$ cat src/rtl/prog_loader_pkg.sv
// Shared definitions for the program loader: state encoding, default widths and the RAM-port
// layout the CPU top muxes against. PROG_LOADER_VERIFY_EN adds the read-back states.
package prog_loader_pkg;

  localparam int unsigned DefAddrW = 8;
  localparam int unsigned DefDataW = 8;

  typedef enum logic [2:0] {
    StIdle  = 3'd0,
    StHalt  = 3'd1,
    StRecv  = 3'd2,
    StWrite = 3'd3,
`ifdef PROG_LOADER_VERIFY_EN
    StVrd   = 3'd6,
    StVcmp  = 3'd7,
`endif
    StRun   = 3'd4,
    StDone  = 3'd5
  } state_e;

  // Bit layout of one RAM-port bus beat, identical for loader and CPU masters.
  typedef struct packed {
    logic [DefAddrW-1:0] addr;
    logic [DefDataW-1:0] data;
    logic                wren;
    logic                rden;
  } ram_port_t;

  localparam int unsigned RamPortW = $bits(ram_port_t);

  // The CPU is held in every loader-owned state up to the run pulse.
  function automatic logic halt_state(state_e s);
    return !(s inside {StIdle, StRun, StDone});
  endfunction

endpackage

$ cat src/rtl/loader_addr_ctr.sv
// RAM write pointer (load to BASE_ADDR, increment mod 2^ADDR_W) plus a byte counter whose
// terminal flag marks the byte that would bring the count to MAX_LEN.
module loader_addr_ctr #(
  parameter int unsigned ADDR_W    = 8,
  parameter int unsigned BASE_ADDR = 0,
  parameter int unsigned MAX_LEN   = 256
) (
  input  logic              clk_i,
  input  logic              rst_i,
  input  logic              load_i,
  input  logic              inc_i,
  output logic [ADDR_W-1:0] ptr_o,
  output logic              term_o
);

  localparam int unsigned CntW = $clog2(MAX_LEN + 1);

  logic [ADDR_W-1:0] ptr_q, ptr_d;
  logic [CntW-1:0]   count_q, count_d;

  always_comb begin
    ptr_d   = ptr_q;
    count_d = count_q;
    if (load_i) begin
      ptr_d   = ADDR_W'(BASE_ADDR);
      count_d = '0;
    end else if (inc_i) begin
      ptr_d   = ptr_q + 1'b1;
      count_d = count_q + 1'b1;
    end
  end

  always_ff @(posedge clk_i or posedge rst_i) begin
    if (rst_i) begin
      ptr_q   <= ADDR_W'(BASE_ADDR);
      count_q <= '0;
    end else begin
      ptr_q   <= ptr_d;
      count_q <= count_d;
    end
  end

  assign ptr_o  = ptr_q;
  assign term_o = (count_q == CntW'(MAX_LEN - 1));

endmodule

$ cat src/rtl/prog_loader.sv
// Loads a host byte stream into RAM while the CPU is held, then pulses cpu_run.
// Define PROG_LOADER_VERIFY_EN to read back and compare every byte after writing it.
module prog_loader
  import prog_loader_pkg::*;
#(
  parameter int unsigned ADDR_W    = DefAddrW,
  parameter int unsigned DATA_W    = DefDataW,
  parameter int unsigned BASE_ADDR = 0,
  parameter int unsigned MAX_LEN   = 256
) (
  input  logic              clk,
  input  logic              rst,
  input  logic              start,
  input  logic              in_valid,
  input  logic [DATA_W-1:0] in_data,
  input  logic              in_last,
  output logic              in_ready,
  output logic [ADDR_W-1:0] mem_addr,
  output logic [DATA_W-1:0] mem_data,
  output logic              mem_wren,
  output logic              mem_rden,
  input  logic [DATA_W-1:0] mem_q,
  output logic              cpu_halt,
  output logic              cpu_run,
  output logic              busy,
  output logic              done,
  output logic              err
);

  state_e            state_q, state_d;
  logic              err_q, err_d;
  logic [DATA_W-1:0] data_q, data_d;
  logic              last_q, last_d;

  logic              in_ready_q, in_ready_d;
  logic [ADDR_W-1:0] mem_addr_q, mem_addr_d;
  logic [DATA_W-1:0] mem_data_q, mem_data_d;
  logic              mem_wren_q, mem_wren_d;
  logic              cpu_halt_q, cpu_halt_d;
  logic              cpu_run_q, cpu_run_d;
  logic              busy_q, busy_d;
  logic              done_q, done_d;

  logic              ctr_load, ctr_inc, ctr_term;
  logic [ADDR_W-1:0] ptr;

  state_e            succ_state;
  logic              succ_err;
  logic              succ_term;

  loader_addr_ctr #(
    .ADDR_W    (ADDR_W),
    .BASE_ADDR (BASE_ADDR),
    .MAX_LEN   (MAX_LEN)
  ) u_addr_ctr (
    .clk_i  (clk),
    .rst_i  (rst),
    .load_i (ctr_load),
    .inc_i  (ctr_inc),
    .ptr_o  (ptr),
    .term_o (ctr_term)
  );

`ifdef PROG_LOADER_VERIFY_EN
  logic term_q, term_d;
  logic mem_rden_q, mem_rden_d;

  // The count has already advanced by VCMP, so the terminal flag is kept from WRITE.
  assign succ_term = term_q;
  assign mem_rden  = mem_rden_q;
`else
  logic unused_mem_q;

  assign unused_mem_q = ^mem_q;
  assign succ_term    = ctr_term;
  assign mem_rden     = 1'b0;
`endif

  // Where a successfully stored byte leads: last wins over the length limit.
  always_comb begin
    succ_err = 1'b0;
    if (last_q) begin
      succ_state = StRun;
    end else if (succ_term) begin
      succ_state = StDone;
      succ_err   = 1'b1;
    end else begin
      succ_state = StRecv;
    end
  end

  always_comb begin
    state_d  = state_q;
    err_d    = err_q;
    data_d   = data_q;
    last_d   = last_q;
    ctr_load = 1'b0;
    ctr_inc  = 1'b0;
`ifdef PROG_LOADER_VERIFY_EN
    term_d   = term_q;
`endif
    unique case (state_q)
      StIdle: begin
        if (start) begin
          state_d  = StHalt;
          err_d    = 1'b0;
          ctr_load = 1'b1;
        end
      end
      StHalt: state_d = StRecv;
      StRecv: begin
        if (in_valid) begin
          data_d  = in_data;
          last_d  = in_last;
          state_d = StWrite;
        end
      end
      StWrite: begin
        ctr_inc = 1'b1;
`ifdef PROG_LOADER_VERIFY_EN
        term_d  = ctr_term;
        state_d = StVrd;
`else
        state_d = succ_state;
        if (succ_err) err_d = 1'b1;
`endif
      end
`ifdef PROG_LOADER_VERIFY_EN
      StVrd: state_d = StVcmp;
      StVcmp: begin
        if (mem_q != data_q) begin
          err_d   = 1'b1;
          state_d = StDone;
        end else begin
          state_d = succ_state;
          if (succ_err) err_d = 1'b1;
        end
      end
`endif
      StRun:   state_d = StDone;
      StDone:  state_d = StIdle;
      default: state_d = StIdle;
    endcase
  end

  // Outputs are registered, so they are decoded from the state being entered.
  always_comb begin
    in_ready_d = (state_d == StRecv);
    mem_wren_d = (state_d == StWrite);
    mem_addr_d = '0;
    mem_data_d = '0;
    if (state_d == StWrite) begin
      mem_addr_d = ptr;
      mem_data_d = data_d;
    end
`ifdef PROG_LOADER_VERIFY_EN
    mem_rden_d = (state_d == StVrd);
    if (state_d == StVrd) mem_addr_d = ptr;
`endif
    cpu_halt_d = halt_state(state_d);
    cpu_run_d  = (state_d == StRun);
    busy_d     = (state_d != StIdle);
    done_d     = (state_d == StDone);
  end

  always_ff @(posedge clk or posedge rst) begin
    if (rst) begin
      state_q    <= StIdle;
      err_q      <= 1'b0;
      data_q     <= '0;
      last_q     <= 1'b0;
      in_ready_q <= 1'b0;
      mem_addr_q <= '0;
      mem_data_q <= '0;
      mem_wren_q <= 1'b0;
      cpu_halt_q <= 1'b0;
      cpu_run_q  <= 1'b0;
      busy_q     <= 1'b0;
      done_q     <= 1'b0;
`ifdef PROG_LOADER_VERIFY_EN
      term_q     <= 1'b0;
      mem_rden_q <= 1'b0;
`endif
    end else begin
      state_q    <= state_d;
      err_q      <= err_d;
      data_q     <= data_d;
      last_q     <= last_d;
      in_ready_q <= in_ready_d;
      mem_addr_q <= mem_addr_d;
      mem_data_q <= mem_data_d;
      mem_wren_q <= mem_wren_d;
      cpu_halt_q <= cpu_halt_d;
      cpu_run_q  <= cpu_run_d;
      busy_q     <= busy_d;
      done_q     <= done_d;
`ifdef PROG_LOADER_VERIFY_EN
      term_q     <= term_d;
      mem_rden_q <= mem_rden_d;
`endif
    end
  end

  assign in_ready = in_ready_q;
  assign mem_addr = mem_addr_q;
  assign mem_data = mem_data_q;
  assign mem_wren = mem_wren_q;
  assign cpu_halt = cpu_halt_q;
  assign cpu_run  = cpu_run_q;
  assign busy     = busy_q;
  assign done     = done_q;
  assign err      = err_q;

endmodule
$ cat config.mk
export PLATFORM = sky130hd
export DESIGN_NAME = prog_loader
export DESIGN_NICKNAME = d
export VERILOG_FILES = /design/src/rtl/prog_loader_pkg.sv /design/src/rtl/loader_addr_ctr.sv /design/src/rtl/prog_loader.sv
export SDC_FILE = /design/constraint.sdc
export NUM_CORES = 1
export LEC_CHECK = 0
export CAP_MARGIN = 40
export CORE_ASPECT_RATIO = 2
export CORE_MARGIN = 8
export CORE_UTILIZATION = 48
export DETAILED_ROUTE_END_ITERATION = 7
export GPL_ROUTABILITY_DRIVEN = 0
export GPL_TIMING_DRIVEN = 0
export PLACE_DENSITY = 0.88
export RECOVER_POWER = 100
export SETUP_SLACK_MARGIN = 0.3
export SYNTH_ARGS = -nofsm -noshare
export SYNTH_HDL_FRONTEND = slang
export SYNTH_SLANG_ARGS = --single-unit
$ cat constraint.sdc
create_clock -name clk -period 2.1 [get_ports clk]
set_input_delay 0.315 -clock clk [delete_from_list [all_inputs] [get_ports clk]]
set_output_delay 0.315 -clock clk [all_outputs]
set_load 0.05 [all_outputs]
==> run_results.csv <==
group,metric,value,unit
status,status,"finished, final reports clean",
worst_setup_path,critPathLaunchType,"register",
grt,grt_max_degree,41,
cts,htreeDepth,2,
timing,period_share,0.8659,
timing,final_max_slew_viol_count,0,
detailed_routing,num_vias,1383,
floorplan,rows,32,
floorplan,die-area,6295,sq um
hold_path,hp-class,"primary input to async pin",
worst_setup_path,crit_type,"register to primary output",
timing,holdWs,0.3508,ns
worst_setup_path,regToRegSetupSlack,0.29,ns
worst_setup_path,slowest_delay,0.87,ns
yosys,synth_cell_types,33,
detailed_routing,drt_wl_total,3.927,mm
worst_setup_path,slowest_stage,"dlygate4sd3_1",
cts,cts_buffer_depth,2,
finish,register_area,1101,sq um
grt,gr-usage-met2,0.2523,
finish,drive_gt1_frac,0.06912,
worst_setup_path,critPathTopFamily,"buffers and inverters",
timing,clock.fmax,550.0,MHz
placement,dp_hpwl,2.861,mm
cts,cts_tree,"yes",
grt,busiest_layer,"met2",
floorplan,die_h,104.5,um
pwr,power_density,1182,nW/um^2
grt,met1_usage,0.1335,
floorplan,floorplan.initialDensity,0.4941,
finish,nets,240,
yosys,synth_nets,196,
worst_setup_path,crit_chain,"dlygate4sd3_1",
timing,grt_setup_unrepaired,"yes",
detailed_routing,first_pass_iters,4,
worst_setup_path,cp.required,1.78,ns
worst_setup_path,crit_fanout,1,
timing,finalHoldViolCount,0,
detailed_routing,drtIter0Drc,30,
run,maxCapViolCount,0,
cts,cts.sinks,44,
finish,fin_cells,268,
floorplan,io_pins,45,
placement,io_buffer_count,35,
timing,tightest_slew,0.9619,ns
grt,track_usage,0.1408,
placement,dp_cells,259,
finish,syn_to_final_growth,26.63,%
detailed_routing,antenna_left,0,
finish,multi_input_area,704.4,sq um
grt,grt_overflow_total,0,
finish,fill_cells,289,
cts,cts_buffers,5,
yosys,yosysTopAreaCell,"dfrtp_1",
timing,finClkSkew,0.003577,ns
grt,grt_pass1_wl,6.796,mm
timing,max-slew-margin-rel,0.3588,
worst_setup_path,endpoint_kind,"primary output",
yosys,yosysWarnings,0,
timing,setup_viol,0,
yosys,ys_seq_elements,44,
yosys,synth_top_area_share,0.5859,
timing,period_needed,1.818,ns
finish,antenna_cells,0,
yosys,syn_avg_cell_area,10.93,sq um
floorplan,die_w,60.25,um
cts,clk_latency,0.29,ns
detailed_routing,drcViolationCount,0,
worst_setup_path,critPathArrivalTime,1.50,ns
yosys,ys_seq_area_frac,0.5859,
detailed_routing,wl_per_cell,14.65,um
yosys,syn_area,1879,sq um
worst_setup_path,critical_path_buf_inv_count,1,
grt,met3_usage,0.02602,
pwr,vdd_ir_drop_max,0.5307,mV
pwr,p_leak,1.095,nW
grt,grt_pass1_vias,1491,
detailed_routing,via_per_inst,5.160,
floorplan,core,3804,sq um
grt,antenna_found_initial,0,
cts,clkTransAtPathRegs,0.08,ns
yosys,syn_inst,172,
cts,cts_root_buf,"clkbuf_8",
yosys,synth_area_leaders,"dfrtp_1, and2_1, nand2_1",
## per-layer routing
metal  vias to the layer above  wire length, um  share of wire
met5                         -                0              0
met2                        34             2208           0.56
li1                        664                -              -
met1                       676             1337           0.34
met3                         9              248          0.063
met4                         0              133          0.034
## power by group
| part | total [W] | leakage [nW] | switching, W | internal (W) |
|---|---|---|---|---|
| logic | 0.00112 | 0.458 | 0.000739 | 0.000383 |
| registers | 0.00116 | 0.587 | 0.000128 | 0.00103 |
| clock network | 0.000531 | 0.0510 | 0.000269 | 0.000262 |
## stage by stage
step	utilization	cell area [sq um]	power (W)	worst slack, ns	setup TNS [ns]
floorplan	-	1879	0.001988	0.5884	0
global placement	0.6030	2293	0.002301	-0.06568	-2.790
detailed placement	0.6082	2313	0.002343	0.1873	0
CTS	0.6339	2411	0.002892	0.3119	0
global route	0.6257	2380	0.003001	0.1640	0
finish	0.6257	2380	0.002813	0.2817	0
## flip-flops by register name, summed over array words and instances (netlist names), 3 cells and up
register and count:
mem_data 8, u_addr_ctr.count_q 9, state_q 3, u_addr_ctr.ptr_o 8, mem_addr 8
## layout by cell type, fill, tap and decap left out, types with 5 or more instances in the layout
| cell | count |
|---|---|
| mux2i_1 | 6 |
| nand3_1 | 5 |
| dlygate4sd3_1 | 24 |
| nand2_1 | 18 |
| o21ai_0 | 8 |
| nor2_1 | 10 |
| clkbuf_8 | 6 |
| clkbuf_1 | 8 |
| a21oi_1 | 8 |
| nand2b_1 | 5 |
| clkdlybuf4s50_1 | 10 |
| and2_0 | 15 |
| dfrtp_1 | 44 |
| nor3_1 | 6 |
## area by class of cell
type | count | share of cell area
repair buffers | 37 | 0.1498
clock inverters | 2 | 0.004206
inverters | 4 | 0.006309
multi-input cells | 114 | 0.2960
flip-flops and latches | 44 | 0.4627
plain buffers | 10 | 0.01945
clock buffers | 6 | 0.03470
well taps | 51 | 0.02681
## timing repair
| item | in CTS | in global routing |
|---|---|---|
| setup endpoints to repair | 4 | 5 |
| buffers inserted | 0 | 1 |
| hold buffers | 0 | 0 |
| pin swaps | 0 | 2 |
| gates resized for setup | 1 | 2 |
## logic make-up after synthesis
kind of cell,share of synthesized area
AOI/OAI and AO/OA,0.05860
xor gates and xnor gates,0.01865
adders and majority gates,0.01998
and+or+nand+nor,0.2437
buffers and inverters,0.03328
DFF,0.5859
other,0.001995
muxes,0.03795
## synthesized netlist by cell type (all sizes together)
library cell and instances:
nor2 10, mux2 1, or3 4, nand3b 1, buf 4, nand3 5
nand2 18, nor3 6, clkbuf 6, nor3b 1, xor2 2, and2 18
o21a 1, xnor2 2, nand4b 2, ha 3, conb 1, nor2b 1
o21ai 8, nor4 4, a21oi 8, and3b 1, nand2b 5, a211oi 1
mux2i 6, o31ai 1, or4 1, or4b 1, nor4b 1, a22oi 1
dfrtp 44, inv 4
## path summary, 6_finish.rpt
kind	startpoint	end	cells after the start
setup reg to reg	u_addr_ctr.count_q[0]	done	7
hold / removal	rst	busy	2
min in group clk	err	err	1
max in group asynchronous	rst	u_addr_ctr.count_q[0]	3
hold reg to reg	err	err	1
setup / recovery	mem_addr[3]	mem_addr[3]	1
No activity file was read; power rests on OpenSTA's default activity.
